## src/rtl/coef_t_bank.sv

```systemverilog
// Loadable bank of Chebyshev T(k) coefficients for NUM_X sample points, read as single words or
// full-row bursts over a valid/ready handshake. Optional macro COEF_TRISTATE_EN tristates o_rom_data.
module coef_t_bank #(
   parameter int DATA_W = 16,
   parameter int ADDR_W = 3,
   parameter int NUM_X  = 8,
   parameter int X_W    = 3
) (
   input  logic              c_clk,
   input  logic              c_rst_n,
   input  logic              c_rom_ce,
   input  logic              c_rom_tri_output,
   input  logic              c_load_en,
   input  logic [X_W-1:0]    i_load_x,
   input  logic [ADDR_W-1:0] i_load_addr,
   input  logic [DATA_W-1:0] i_load_data,
   input  logic              c_rd_req,
   input  logic              c_burst,
   input  logic [X_W-1:0]    i_x_sel,
   input  logic [ADDR_W-1:0] i_rom_address,
   input  logic              i_ready,
   output logic [DATA_W-1:0] o_rom_data,
   output logic              o_valid,
   output logic              o_last,
   output logic              o_busy,
   output logic              o_err
);

   localparam int DEPTH = 2 ** ADDR_W;
   localparam int XI_W  = (NUM_X > 1) ? $clog2(NUM_X) : 1;
   localparam logic [X_W:0]      NUM_X_L   = (X_W + 1)'(NUM_X);
   localparam logic [ADDR_W-1:0] LAST_ADDR = {ADDR_W{1'b1}};

   typedef enum logic [0:0] {ST_IDLE = 1'b0, ST_READ = 1'b1} state_t;

   state_t              state_q, state_d;
   logic [XI_W-1:0]     x_q, x_d;
   logic [ADDR_W-1:0]   addr_q, addr_d;
   logic                burst_q, burst_d;
   logic [DATA_W-1:0]   data_q, data_d;
   logic                valid_q, valid_d;
   logic                last_q, last_d;
   logic                busy_q, busy_d;
   logic                err_q, err_d;
   logic [DATA_W-1:0]   bank_q [NUM_X][DEPTH];
   logic [DATA_W-1:0]   bank_d [NUM_X][DEPTH];

   logic                rd_x_ok_s, ld_x_ok_s, rd_go_s;
   logic [XI_W-1:0]     rd_x_s, ld_x_s;
   logic [ADDR_W-1:0]   start_addr_s, next_addr_s;

   assign rd_x_ok_s    = ({1'b0, i_x_sel} < NUM_X_L);
   assign ld_x_ok_s    = ({1'b0, i_load_x} < NUM_X_L);
   assign rd_x_s       = i_x_sel[XI_W-1:0];
   assign ld_x_s       = i_load_x[XI_W-1:0];
   assign start_addr_s = c_burst ? {ADDR_W{1'b0}} : i_rom_address;
   assign next_addr_s  = addr_q + ADDR_W'(1);
   assign rd_go_s      = (state_q == ST_IDLE) && c_rd_req && c_rom_ce && rd_x_ok_s;

   // Next-state, bank write and output-register computation.
   always_comb begin
      state_d = state_q;
      x_d     = x_q;
      addr_d  = addr_q;
      burst_d = burst_q;
      data_d  = data_q;
      valid_d = valid_q;
      last_d  = last_q;
      busy_d  = busy_q;
      bank_d  = bank_q;
      // Out-of-range x flags only requests that would otherwise have been accepted.
      err_d   = err_q
              | (c_load_en & ~ld_x_ok_s)
              | ((state_q == ST_IDLE) & c_rd_req & c_rom_ce & ~rd_x_ok_s);

      if (c_load_en && ld_x_ok_s) begin
         bank_d[ld_x_s][i_load_addr] = i_load_data;
      end else begin
         bank_d = bank_q;
      end

      case (state_q)
         ST_IDLE: begin
            if (rd_go_s) begin
               state_d = ST_READ;
               x_d     = rd_x_s;
               addr_d  = start_addr_s;
               burst_d = c_burst;
               data_d  = bank_q[rd_x_s][start_addr_s];
               valid_d = 1'b1;
               last_d  = !c_burst || (start_addr_s == LAST_ADDR);
               busy_d  = 1'b1;
            end else begin
               state_d = ST_IDLE;
            end
         end
         ST_READ: begin
            if (!c_rom_ce) begin
               state_d = ST_IDLE;
               valid_d = 1'b0;
               last_d  = 1'b0;
               busy_d  = 1'b0;
            end else if (valid_q && i_ready) begin
               if (last_q) begin
                  state_d = ST_IDLE;
                  valid_d = 1'b0;
                  last_d  = 1'b0;
                  busy_d  = 1'b0;
               end else begin
                  addr_d  = next_addr_s;
                  data_d  = bank_q[x_q][next_addr_s];
                  last_d  = (next_addr_s == LAST_ADDR);
               end
            end else begin
               state_d = ST_READ;
            end
         end
         default: begin
            state_d = ST_IDLE;
            valid_d = 1'b0;
            last_d  = 1'b0;
            busy_d  = 1'b0;
         end
      endcase
   end

   // State, bank and output registers.
   always_ff @(posedge c_clk or negedge c_rst_n) begin
      if (!c_rst_n) begin
         state_q <= ST_IDLE;
         x_q     <= '0;
         addr_q  <= '0;
         burst_q <= 1'b0;
         data_q  <= '0;
         valid_q <= 1'b0;
         last_q  <= 1'b0;
         busy_q  <= 1'b0;
         err_q   <= 1'b0;
         for (int i = 0; i < NUM_X; i++) begin
            for (int j = 0; j < DEPTH; j++) begin
               bank_q[i][j] <= '0;
            end
         end
      end else begin
         state_q <= state_d;
         x_q     <= x_d;
         addr_q  <= addr_d;
         burst_q <= burst_d;
         data_q  <= data_d;
         valid_q <= valid_d;
         last_q  <= last_d;
         busy_q  <= busy_d;
         err_q   <= err_d;
         bank_q  <= bank_d;
      end
   end

   assign o_valid = valid_q;
   assign o_last  = last_q;
   assign o_busy  = busy_q;
   assign o_err   = err_q;

`ifdef COEF_TRISTATE_EN
   assign o_rom_data = (c_rom_tri_output || !c_rom_ce) ? {DATA_W{1'bz}} : data_q;
`else
   logic unused_tri_s;
   assign unused_tri_s = c_rom_tri_output;
   assign o_rom_data   = data_q;
`endif

endmodule

```

## config.mk

```make
export PLATFORM = sky130hd
export DESIGN_NAME = coef_t_bank
export DESIGN_NICKNAME = d
export VERILOG_FILES = /design/src/rtl/coef_t_bank.sv
export SDC_FILE = /design/constraint.sdc
export NUM_CORES = 2
export LEC_CHECK = 0
export CORE_MARGIN = 2
export CORE_UTILIZATION = 40
export DETAILED_ROUTE_END_ITERATION = 10
export GPL_ROUTABILITY_DRIVEN = 0
export HOLD_SLACK_MARGIN = 0.08
export SETUP_SLACK_MARGIN = 0.5
export SLEW_MARGIN = 20
export SYNTH_ARGS = -nofsm -noshare
export SYNTH_HDL_FRONTEND = slang
export SYNTH_SLANG_ARGS = --single-unit
```

## constraint.sdc

```tcl
create_clock -name c_clk -period 4.89 [get_ports c_clk]
set_clock_uncertainty 0.1 [all_clocks]
set_input_delay 0.7335 -clock c_clk [delete_from_list [all_inputs] [get_ports c_clk]]
set_output_delay 0.7335 -clock c_clk [all_outputs]
set_load 0.01 [all_outputs]
```

Word-level counts from Yosys, hierarchy flattened

Cells that the tools add are included.

Memories: 0
RAM bits: 0
Bits in latches: 0
Input port bits: 36
Flip-flop bits (word level): 1,049
Bits in read-only memories: 0
Logic and storage cells: 148

$mul: 0
Eq/ne operators: 8
Mux-type cells: 43
Magnitude comparators: 8
Shift operators: 0
Reductions and logical operators: 11
Add/subtract/negate cells: 1
Bitwise operators: 7
Div/mod/pow operators: 0

Operators with widths:

| cell                | number |
|---|---|
| $bwmux 1024         | 1 |
| $bmux 128 s3        | 2 |
| $mux 128            | 5 |
| $demux 128 s3       | 1 |
| $mux 16             | 9 |
| $bmux 16 s3         | 2 |
| $demux 16 s3        | 1 |
| $pmux 16 s2         | 1 |
| $ge 4x4->1 const B  | 6 |
| $not 3->4           | 6 |
| $mux 3              | 5 |
| $mux 1              | 12 |
| $lt 4x1->1 const B  | 2 |
| $eq 3x3->1 const B  | 2 |
| $ne 2x2->1 const B  | 3 |
| $ne 3x2->1 const B  | 2 |
| $pmux 1 s2          | 3 |
| $pmux 3 s2          | 1 |
| $logic_and 1x1->1   | 5 |
| $reduce_and 2->1    | 2 |
| $reduce_and 4->1    | 1 |
| $add 3x1->3 const B | 1 |
| $reduce_and 3->1    | 1 |
| $ne 2x1->1 const B  | 1 |
| other kinds (3)     | 3 |

Logic depth before layout (Yosys ltp)

Depth in word-level cells: 11
Depth in mapped cells: 13
Depth with buffers taken out: 8

Least setup slack after synthesis

Ideal clock, no wire load.

Path type: register to register
Start: register addr_q[0]
End: register data_q[0], in the netlist o_rom_data[0]
Arrival time: 2.887 ns
Clock period less this slack: 3.108 ns
Slack: 1.782 ns
Setup time: 0.121 ns
Required time: 4.669 ns
Cell stages (with the launch flop): 13
Cells stage by stage: dfrtp_1 inv_1 buf_2 buf_4 clkbuf_1 ha_1 clkbuf_1 nor4_1 clkbuf_1 nand3_1 nand4_1 a311oi_1 a22o_1

Word-level cells in the longest chain between the ends: 9

Ends and longest elaborated chain:

| element                                     | RTL line | source |
|---|---|---|
| from (decl)                                 | 38       | `logic [ADDR_W-1:0] addr_q, addr_d;` |
| from (signal assigned)                      | 147      | `addr_q <= addr_d;` |
| $add 3x1->3                                 | 57       | `assign next_addr_s = addr_q + ADDR_W'(1);` |
| $not 3->4 (implied by the code)             | 111      | `data_d = bank_q[x_q][next_addr_s];` |
| $bmux 16 s3                                 | 111      |  |
| $mux 16 (implied by the code) (2 in series) | 111      |  |
| $mux 16                                     | 104      | `if (last_q) begin` |
| $mux 16                                     | 103      | `end else if (valid_q && i_ready) begin` |
| $mux 16                                     | 98       | `if (!c_rom_ce) begin` |
| $pmux 16 s2                                 | 82       | `case (state_q)` |
| to (signal assigned)                        | 149      | `data_q <= data_d;` |
| to (decl)                                   | 40       | `logic [DATA_W-1:0] data_q, data_d;` |

Every way passes these cells. The select of a mux whose other input is x is not followed.
A chain may end at the register's enable or synchronous reset.

Final worst setup path

Ends and elaborated chain as after synthesis.

==> flow_metrics.tcl <==
set metrics [dict create \
    tritoncts "built" \
    drc 0 \
    hold_path_end "bank_q[707]" \
    io_pins 56 \
    status "completed" \
    synth_seq_cells 1049 \
    clockBufferDepth 3 \
    post_cts_buffers 0 \
    numCtsBuffers 115 \
    synth_fp_nets 3848 \
    power_frac_seq 0.422 \
    viasPerCell 6.16 \
    drive_gt1_frac 0.518 \
    drt-initial-drc-count 3067 \
    worstSkewPairLatency_ps 750 \
    setup_violations 0 \
    cts_resized 0 \
    finalCriticalPeriod_ps 3890 \
    setup_tns_ps 0 \
    leakage_nw 27.2 \
    die_h_um 379 \
    synthToLayoutAreaGrowth_pct 11.9 \
    arrival_ps 4480 \
    hp-start "bank_q[707]" \
    nNetsFinal 3804 \
    period_share 0.796 \
    grt_pass1_wl_mm 257 \
    n_antenna_cell 0 \
    comb_power_share 0.223 \
    synth_top_area_frac 0.467 \
    cp_max_fo 20 \
    cp-end-kind "flop" \
    htreeDepth 3 \
    grt_setup_unrepaired "false" \
    clock-sinks 1049 \
    slew_violations 0 \
    fmax_mhz 257 \
    r2r_start "addr_q[0]" \
    ys_seq_area_frac 0.467 \
    final_common_cell "mux2_2" \
    cap_viol_max_count 0 \
    crit_path_start_kind "flop" \
    grt_use_total 0.244 \
    p_int_mw 18.1 \
    hold_viol 0 \
    core_area_mm2 0.140 \
    clock-root-buffer "clkbuf_16" \
    switching_share 0.292 \
    rows 137 \
    slew_headroom 0.285 \
    rrSetupSlack_ps 1000 \
    grt_overflow 0 \
    portBuffers 53 \
    drtAntennaViolNets 0 \
    synth_top_area_cell "dfrtp_1" \
    dp_hpwl_mm 110 \
    wl_per_cell_um 30.0 \
    synth_edf_count 0 \
    min-delay-path-class "flop to flop" \
    antenna_found_initial 5 \
    required_ps 5480 \
    placed_cells 5524 \
    crit_type "flop to flop" \
    dpl_cell_area_mm2 0.0589 \
    mostFrequentLayoutCells "mux2_2 (1,071), dfrtp_1 (1,046), mux4_2 (479)" \
    hold_depth 1 \
    syn_area_mm2 0.0562 \
    p_clk_frac 0.354 \
    ys_async_sr_fraction 1.00 \
    initial_utilization 0.403 \
    grt_pass1_vias 36200 \
    synth_ff_type "dfrtp_1" \
    ys_types 59 \
    peakVddDrop_uv 257 \
    yosysWarningCount 0 \
    power_density_mw_per_mm2 408 \
    dr.pass1.iters 5 \
    switchingPower_mw 7.47 \
    routed_wl_mm 172 \
    path_clk_slew_ps 60 \
    postSynthCellCount 3810 \
    ys_top_cells_by_area "dfrtp_1 (47%), mux2_2 (21%), mux4_2 (19%)" \
    worst_pin_slew_ps 1060 \
    via_count 35400 \
    design_area_mm2 0.0629 \
    die_w_um 379 \
    layoutNonFillerInstCount 5737 \
    avgSynthCellArea_um2 14.7 \
    reg2regPathDepth 10 \
    die_area_mm2 0.143 \
    reg2reg_to "o_rom_data[0]" \
    grt_max_degree 119 \
]
[through the flow]
step                      utilization  power, mW  worst slack [ps]  hold slack, ps
after CTS                       0.450       25.7              1090             423
after floorplan                     -       14.7              1780             338
final                           0.450       25.6               997             421
after global placement          0.422       16.5              1010             399
after detailed placement        0.422       16.7               983             410
after global routing            0.450       26.6               937             435
[sequential cells by signal (all words and copies together) (netlist names)]
name / cells
o_busy: 1
bank_q: 1024
x_q: 3
o_last: 1
state_q: 1
addr_q: 3
o_rom_data: 16
[timing repair]
item,CTS,global route
hold endpoints to repair,54,0
hold buffers,1,0
endpoints found under the setup margin,0,0
[worst max-delay path, cell delays in order (launching register included)]
cell      delay [ps]
dfrtp_4          620
inv_6            250
ha_1             270
buf_4            210
nand2b_1         430
nor3_2            70
buf_4            230
a22oi_1          600
nand4_1          160
a311oi_1         630
a22o_1           230
[power groups by stage]
stage                     sequential (mW)  clock [mW]  combinational [mW]
after floorplan                      10.6           0                4.06
after global placement               10.9           0                5.65
after detailed placement             10.9           0                5.70
after CTS                            10.8        9.21                5.72
after global routing                 11.0        9.59                6.06
final                                10.8        9.08                5.72
[layer usage]
layer	vias up	wire, um	part of all wire	track usage
met5	-	40	0.00023	0
li1	14600	-	-	-
met3	237	11100	0.064	0.0416
met2	1117	80900	0.47	0.384
met4	6	3770	0.022	0.0636
met1	19400	76400	0.44	0.350
[final cells by class]
class	count	area (um^2)
fillers	12400	76700
clock inverters	36	485
well taps	1876	2350
repair buffers	225	2100
multi-input cells	2367	28200
inverters	8	35.0
flip-flops and latches	1049	26300
clock buffers	176	3440
[cell usage after synthesis (all sizes together) (3+ instances only)]
master   number
mux2       1071
dfrtp      1049
mux4        488
nand2       241
clkbuf      196
buf         190
mux2i       113
nor2         70
a22oi        60
nand3        60
a31oi        38
a21oi        33
nand4        28
a32oi        23
nor3         14
a22o         13
o21ai        13
a311oi       12
a211oi       10
a221oi        9
inv           8
nor2b         8
nand2b        7
and2          6
and3          4
o221ai        4
a2111oi       3
a32o          3
nand3b        3
nor4          3
or3b          3
[worst max path at each step]
stage | depth (start not counted) | endpoint | from
3_5_place_dp | 8 | o_rom_data[2] | c_burst
2_1_floorplan | 12 | o_rom_data[0] | addr_q[0]
5_1_grt | 10 | o_rom_data[6] | addr_q[0]
6_report | 10 | o_rom_data[0] | addr_q[0]
3_3_place_gp | 8 | o_rom_data[2] | c_burst
4_1_cts | 10 | o_rom_data[6] | addr_q[0]
[kinds of logic (layout without fill, tap and decap cells)]
| group | Yosys count | after routing | synth area share |
|---|---|---|---|
| multiplexers | 1672 | 1672 | 0.431 |
| flip-flops | 1049 | 1049 | 0.467 |
| AND/OR/NAND/NOR | 455 | 455 | 0.0356 |
| buffers and inverters | 394 | 445 | 0.0349 |
| AO/OA/AOI/OAI | 235 | 235 | 0.0303 |
| adder cells (fa/ha/maj) | 2 | 2 | 0.000445 |
| XOR/XNOR | 2 | 2 | 0.000312 |
| other | 1 | 1 | 0.0000668 |
Power figures use the tool's default switching activity.
